## src/rtl/cov_accum_sym_if.sv

```systemverilog
// Bus bundle for cov_accum_sym: product stream in, covariance matrix out.
interface cov_accum_sym_if #(
    parameter int N_CH         = 4,
    parameter int PROD_W       = 52,
    parameter int OUT_W        = 16,
    parameter int LOG2_SAMPLES = 7
);
    localparam int NTRI = N_CH * (N_CH + 1) / 2;

    logic                          En;
    logic                          one_shot;
    logic                          in_valid;
    logic [NTRI*PROD_W-1:0]        prod_in;
    logic [N_CH*N_CH*OUT_W-1:0]    cov_out;
    logic                          out_valid;
    logic                          sat_flag;
    logic [LOG2_SAMPLES-1:0]       sample_cnt;
    logic                          busy;

    modport master (
        output En, one_shot, in_valid, prod_in,
        input  cov_out, out_valid, sat_flag, sample_cnt, busy
    );

    modport slave (
        input  En, one_shot, in_valid, prod_in,
        output cov_out, out_valid, sat_flag, sample_cnt, busy
    );
endinterface

```

## src/rtl/cov_accum_sym.sv

```systemverilog
// Streaming covariance accumulator: sums upper-triangle channel-pair products
// over 2^LOG2_SAMPLES valid samples, then scales, saturates and publishes a
// symmetric N_CH x N_CH matrix with a one-cycle valid strobe.
module cov_accum_sym #(
    parameter int N_CH         = 4,
    parameter int PROD_W       = 52,
    parameter int OUT_W        = 16,
    parameter int LOG2_SAMPLES = 7,
    parameter int FRAC_SHIFT   = 18
) (
    input  logic            clk,
    input  logic            rst_n,
    cov_accum_sym_if.slave  bus
);
    localparam int NTRI  = N_CH * (N_CH + 1) / 2;
    localparam int ACC_W = PROD_W + LOG2_SAMPLES;
    localparam int SH    = LOG2_SAMPLES + FRAC_SHIFT;

    localparam logic signed [ACC_W-1:0] SAT_MAX =
        {{(ACC_W-OUT_W+1){1'b0}}, {(OUT_W-1){1'b1}}};
    localparam logic signed [ACC_W-1:0] SAT_MIN =
        {{(ACC_W-OUT_W+1){1'b1}}, {(OUT_W-1){1'b0}}};

    typedef enum logic [1:0] {
        IDLE = 2'd0,
        ACC  = 2'd1,
        HOLD = 2'd2
    } state_t;

    state_t                   state_q, state_d;
    logic signed [ACC_W-1:0]  acc_q [NTRI];
    logic signed [ACC_W-1:0]  acc_d [NTRI];
    logic [LOG2_SAMPLES-1:0]  cnt_q, cnt_d;
    logic [OUT_W-1:0]         tri_q [NTRI];
    logic [OUT_W-1:0]         tri_d [NTRI];
    logic                     sat_q, sat_d;
    logic                     ov_q, ov_d;

    logic signed [PROD_W-1:0] prod_s  [NTRI];
    logic signed [ACC_W-1:0]  sum     [NTRI];
    logic signed [ACC_W-1:0]  shr     [NTRI];
    logic [OUT_W-1:0]         sat_val [NTRI];
    logic [NTRI-1:0]          clamp;

    logic accept;
    logic take;
    logic final_s;

    // IDLE accepts too, so a sample presented on the En rising cycle counts.
    assign accept  = bus.En && (state_q != HOLD);
    assign take    = accept && bus.in_valid;
    assign final_s = take && (cnt_q == '1);

    // Next-state logic; En low overrides everything.
    always_comb begin
        state_d = state_q;
        if (!bus.En) begin
            state_d = IDLE;
        end else begin
            case (state_q)
                IDLE:    state_d = (final_s && bus.one_shot) ? HOLD : ACC;
                ACC:     if (final_s && bus.one_shot) state_d = HOLD;
                HOLD:    state_d = HOLD;
                default: state_d = IDLE;
            endcase
        end
    end

    // Per-element running sum, floor scaling and saturation.
    always_comb begin
        clamp = '0;
        for (int unsigned k = 0; k < NTRI; k++) begin
            prod_s[k]  = bus.prod_in[k*PROD_W +: PROD_W];
            sum[k]     = acc_q[k] + ACC_W'(prod_s[k]);
            shr[k]     = sum[k] >>> SH;
            sat_val[k] = shr[k][OUT_W-1:0];
            if (shr[k] > SAT_MAX) begin
                sat_val[k] = SAT_MAX[OUT_W-1:0];
                clamp[k]   = 1'b1;
            end else if (shr[k] < SAT_MIN) begin
                sat_val[k] = SAT_MIN[OUT_W-1:0];
                clamp[k]   = 1'b1;
            end
        end
    end

    // Accumulator, counter and published-result next state.
    always_comb begin
        acc_d = acc_q;
        cnt_d = cnt_q;
        tri_d = tri_q;
        sat_d = sat_q;
        ov_d  = 1'b0;
        if (!bus.En) begin
            for (int unsigned k = 0; k < NTRI; k++) acc_d[k] = '0;
            cnt_d = '0;
        end else if (final_s) begin
            for (int unsigned k = 0; k < NTRI; k++) begin
                acc_d[k] = '0;
                tri_d[k] = sat_val[k];
            end
            cnt_d = '0;
            sat_d = |clamp;
            ov_d  = 1'b1;
        end else if (take) begin
            acc_d = sum;
            cnt_d = cnt_q + LOG2_SAMPLES'(1);
        end
    end

    // State and datapath registers with asynchronous clear.
    always_ff @(posedge clk or negedge rst_n) begin
        if (!rst_n) begin
            state_q <= IDLE;
            for (int unsigned k = 0; k < NTRI; k++) begin
                acc_q[k] <= '0;
                tri_q[k] <= '0;
            end
            cnt_q <= '0;
            sat_q <= 1'b0;
            ov_q  <= 1'b0;
        end else begin
            state_q <= state_d;
            acc_q   <= acc_d;
            cnt_q   <= cnt_d;
            tri_q   <= tri_d;
            sat_q   <= sat_d;
            ov_q    <= ov_d;
        end
    end

    // Lower triangle is a wired mirror of the stored upper triangle.
    for (genvar gi = 0; gi < N_CH; gi++) begin : g_row
        for (genvar gj = 0; gj < N_CH; gj++) begin : g_col
            localparam int R = (gi < gj) ? gi : gj;
            localparam int C = (gi < gj) ? gj : gi;
            localparam int K = R * N_CH - (R * (R - 1)) / 2 + (C - R);
            assign bus.cov_out[(gi*N_CH+gj)*OUT_W +: OUT_W] = tri_q[K];
        end
    end

    assign bus.out_valid  = ov_q;
    assign bus.sat_flag   = sat_q;
    assign bus.sample_cnt = cnt_q;
    assign bus.busy       = (state_q == ACC);

endmodule

```

## src/flat_wrapper.sv

```systemverilog
// flat-port wrapper written by rule: the top's interface ports become plain ports
module cov_accum_sym_flat 
#(
    parameter int N_CH         = 4,
    parameter int PROD_W       = 52,
    parameter int OUT_W        = 16,
    parameter int LOG2_SAMPLES = 7,
    parameter int FRAC_SHIFT   = 18
)
  (clk, rst_n, bus_En, bus_one_shot, bus_in_valid, bus_prod_in, bus_cov_out, bus_out_valid, bus_sat_flag, bus_sample_cnt, bus_busy);
  cov_accum_sym_if #(.N_CH(N_CH), .PROD_W(PROD_W), .OUT_W(OUT_W), .LOG2_SAMPLES(LOG2_SAMPLES)) bus_i ();
  input  logic clk;
  input  logic rst_n;
  input wire logic [$bits(bus_i.En)-1:0] bus_En;
  input wire logic [$bits(bus_i.one_shot)-1:0] bus_one_shot;
  input wire logic [$bits(bus_i.in_valid)-1:0] bus_in_valid;
  input wire logic [$bits(bus_i.prod_in)-1:0] bus_prod_in;
  output wire logic [$bits(bus_i.cov_out)-1:0] bus_cov_out;
  output wire logic [$bits(bus_i.out_valid)-1:0] bus_out_valid;
  output wire logic [$bits(bus_i.sat_flag)-1:0] bus_sat_flag;
  output wire logic [$bits(bus_i.sample_cnt)-1:0] bus_sample_cnt;
  output wire logic [$bits(bus_i.busy)-1:0] bus_busy;
  assign bus_i.En = bus_En;
  assign bus_i.one_shot = bus_one_shot;
  assign bus_i.in_valid = bus_in_valid;
  assign bus_i.prod_in = bus_prod_in;
  assign bus_cov_out = bus_i.cov_out;
  assign bus_out_valid = bus_i.out_valid;
  assign bus_sat_flag = bus_i.sat_flag;
  assign bus_sample_cnt = bus_i.sample_cnt;
  assign bus_busy = bus_i.busy;
  cov_accum_sym #(.N_CH(N_CH), .PROD_W(PROD_W), .OUT_W(OUT_W), .LOG2_SAMPLES(LOG2_SAMPLES), .FRAC_SHIFT(FRAC_SHIFT)) u_core (.clk(clk), .rst_n(rst_n), .bus(bus_i));
endmodule
```

## config.mk

```make
export PLATFORM = sky130hd
export DESIGN_NAME = cov_accum_sym_flat
export DESIGN_NICKNAME = d
export VERILOG_FILES = /design/src/rtl/cov_accum_sym_if.sv /design/src/rtl/cov_accum_sym.sv /design/src/flat_wrapper.sv
export SDC_FILE = /design/constraint.sdc
export NUM_CORES = 2
export LEC_CHECK = 0
export ABC_AREA = 1
export CAP_MARGIN = 30
export CORE_MARGIN = 1
export CORE_UTILIZATION = 40
export DETAILED_ROUTE_END_ITERATION = 6
export DONT_BUFFER_PORTS = 1
export PLACE_DENSITY = 0.53
export SYNTH_ARGS = -nofsm -noshare
export SYNTH_HDL_FRONTEND = slang
export SYNTH_SLANG_ARGS = --single-unit
export TNS_END_PERCENT = 1
```

## constraint.sdc

```tcl
create_clock -name clk -period 4 [get_ports clk]
set_input_delay 0.4 -clock clk [delete_from_list [all_inputs] [get_ports clk]]
set_output_delay 0.4 -clock clk [all_outputs]
set_load 0.02 [all_outputs]
```

==> results.cfg <==
[status]
outcome = completed

[placed_design]
dp_hpwl_um = 282000
globalplace.congestion = 1.02
pre_cts_slack_ns = -0.192
port_buffers = 0

[drt]
avgRoutedWirePerCell_um = 21.5
ant_nets = 0
first_iter_violations = 7300
drtPass1Iterations = 6
viasPerCell = 5.26
vias = 83900
drc_errors = 0
routed_wl_um = 343000

[global_route]
grt_use_total_pct = 33.3
grt-ovfl-total = 0
grt_antenna_before_repair = 98
grt_pass1_wl_um = 504000
grt_pass1_vias = 79600
grt_max_degree = 762

[clock_network]
root_buffer = clkbuf_16
clkSinkCount = 761
cts.path.max_buffers = 3
clk_latency_ns = 0.78
cts_buffers = 101
htree_levels = 3
clk_pin_slew_ns = 0.06
cts_tree = done

[timing]
rsz0062_at_grt = false
hold_slack_ns = 0.0491
setup_viol = 0
finClkSkew_ns = 0.0428
fmax_mhz = 265
hold_viol = 0
slew_headroom_pct = 10.6
slew_violations = 0
worst_slack_ns = 0.226
worstMarginPinSlew_ns = 1.34
fin_crit_sh_pct = 94.3
fin_crit_ns = 3.77

[yosys]
syn_nets = 14200
synth_cell_type_count = 69
synth.mux.area_fraction_pct = 0
synth_top_family_by_area = simple AND/OR/NAND/NOR gates
syn_inst = 13100
synth-seq-cells = 761
synthArstFlopShare_pct = 100
ys.flop_type = dfrtp_1
synth-compound-area-share_pct = 14.8
synth-xor-area-share_pct = 2.53
yosys.area_share.simple_pct = 37.1
synth_edf_count = 0
yosys_warnings = 0
ys_seq_area_share_pct = 24.1
synth_fa_ha_area_share_pct = 9.52
synth_area_sq_um = 79000
synth_area_per_cell_sq_um = 6.03

[floorplan]
initial_core_util_pct = 40.4
die-height_um = 446
die-area_sq_um = 199000
ios = 791
rows = 162
die_w_um = 446
core_area_sq_um = 196000

[pwr]
max-vdd-ir-drop_uv = 442
power_mw = 65.1
p_leak_nw = 47.2
powerDensity_nw_per_um2 = 750

[setup_path]
cp_common_cell = nand2_1
endpoint_kind = flip-flop
crit_path_cell_trace = ha_1, nand2_1, nor2_1, nand2_1, nor4_1, nand2_1, nand2_1, nand2_1, nand2_1, nand3_1, nor2_1, nand3_1, nor2_2, nor2_4, nor2_1, buf_4, nand3_1, nor2_1, a21oi_1
crit_path_start_kind = flip-flop
cp_max_fo = 6
critical-path-max-stage-delay_ns = 0.43
crit_slowest_cell = ha_1
cp.arrival_ns = 4.43
required_ns = 4.66
crit_type = reg2reg

[layout]
area_delta_synth_final_pct = 10.0
layout-drive-gt1-share_pct = 5.87
num-nets-final = 14300
final_core_util_pct = 44.4

[job]
drv_cap = 0

[hold_path]
hp-class = in2reg
==> repair_timing <==
item                                    CTS  global route
resized for setup                         3            13
hold endpoints to repair                884           399
endpoints found under the setup margin    1             1
pin swaps                                 0             1
hold buffers                            123             2
setup buffers                             0             0
==> logic make-up after synthesis <==
group	count (synthesis)
buffers and inverters	2360
AO/OA/AOI/OAI	2013
adder cells (fa/ha/maj)	595
XOR/XNOR	224
AND/OR/NAND/NOR	7153
flip-flops	761
==> area by class of cell <==
cell class | instances | area, sq um
Multi-Input combinational cell | 9985 | 50600
Timing Repair Buffer | 220 | 2220
Fill cell | 21200 | 109000
Antenna cell | 67 | 168
Inverter | 2093 | 7870
Clock inverter | 58 | 837
Clock buffer | 128 | 2820
Sequential cell | 761 | 19000
Tap cell | 2624 | 3280
==> cells in the mapped netlist, drive strengths merged (13+ instances only) <==
master	number	share of area (%)
a21boi	13	0.13
xor2	85	0.98
buf	139	1.3
clkbuf	128	0.61
a31oi	50	0.40
o21a	14	0.13
and2	23	0.18
nor4	18	0.19
ha	585	9.3
nand2	4826	23
dfrtp	761	24
a32o	58	0.74
xnor2	139	1.6
a21o	27	0.26
o21ai	764	4.9
nand3b	30	0.29
a22o	77	0.85
or2	65	0.51
nor3	106	0.84
nor2	1360	7.0
o21bai	104	1.0
nand4	164	1.3
o22a	35	0.39
nand3	548	3.6
a31o	17	0.19
inv	2087	9.9
a21oi	827	5.5
==> through the flow <==
step           std cells  cell area [sq um]  setup TNS, ns
4_1_cts            15900              86500              0
5_1_grt            15900              86900              0
2_1_floorplan      13100              79000              0
6_report           15900              86900              0
3_5_place_dp       15600              81600         -0.192
3_3_place_gp       15600              81600         -0.267
==> flip-flops by register name (all words and copies together), names as in the netlist <==
| register | count |
|---|---|
| u_core.acc_q | 590 |
| u_core.state_q | 2 |
| u_core.bus.sample_cnt | 7 |
| u_core.bus.cov_out | 160 |
| u_core.bus.out_valid | 1 |
| u_core.bus.sat_flag | 1 |
==> layout by cell type, fill, tap and decap left out, types with 77 or more instances in the layout <==
cell type / n
nor2_2: 115
inv_1: 1992
nand3_1: 526
buf_4: 79
nor3_1: 83
o21bai_1: 99
nand4_1: 163
ha_1: 585
a21oi_1: 766
xor2_1: 81
clkbuf_16: 102
dlygate4sd3_1: 124
a22o_1: 77
nor2_1: 1226
xnor2_1: 138
dfrtp_1: 761
inv_2: 93
nand2_1: 4768
o21ai_0: 712
==> critical path, delay by kind of cell (launching register included) <==
| kind | cells | cell delay [ns] |
|---|---|---|
| simple gates | 16 | 2.54 |
| buf+inv | 1 | 0.23 |
| compound gates | 1 | 0.06 |
| flops | 1 | 0.40 |
| fa+ha+maj | 1 | 0.43 |
==> final timing paths <==
| kind | end | slack [ns] | startpoint | depth (start not counted) |
|---|---|---|---|---|
| worst max-delay path | u_core.bus.sat_flag$_DFFE_PN0P_ | 0.23 | u_core.acc_q[461]$_DFFE_PN0P_ | 19 |
| worst max register to register | u_core.bus.sat_flag$_DFFE_PN0P_ | 0.23 | u_core.acc_q[461]$_DFFE_PN0P_ | 19 |
| worst min-delay path | u_core.bus.cov_out[255]$_DFFE_PN0P_ | 0.05 | bus_prod_in[519] | 5 |
| max in group asynchronous | u_core.acc_q[232]$_DFFE_PN0P_ | 1.19 | rst_n | 4 |
| worst min register to register | u_core.acc_q[318]$_DFFE_PN0P_ | 0.48 | u_core.acc_q[318]$_DFFE_PN0P_ | 2 |
| min in group asynchronous | u_core.acc_q[582]$_DFFE_PN0P_ | 0.24 | rst_n | 2 |
==> routing by layer <==
metal,GRT usage (%),routed length (um),up-vias
met2,54.0,156000,2642
met1,43.4,150000,39000
met5,0,207,-
li1,-,-,41700
met4,15.2,16000,28
met3,5.02,20600,544
==> report_power, final <==
part	total (mW)	switching (mW)	internal [mW]	leakage, nW
Sequential	11.8	1.60	10.2	10.0
Combinational	43.1	29.8	13.3	35.4
Clock	10.2	4.24	6.00	1.78
Total	65.1	35.7	29.4	47.2
Note: power is estimated with default switching activity, not from simulation.
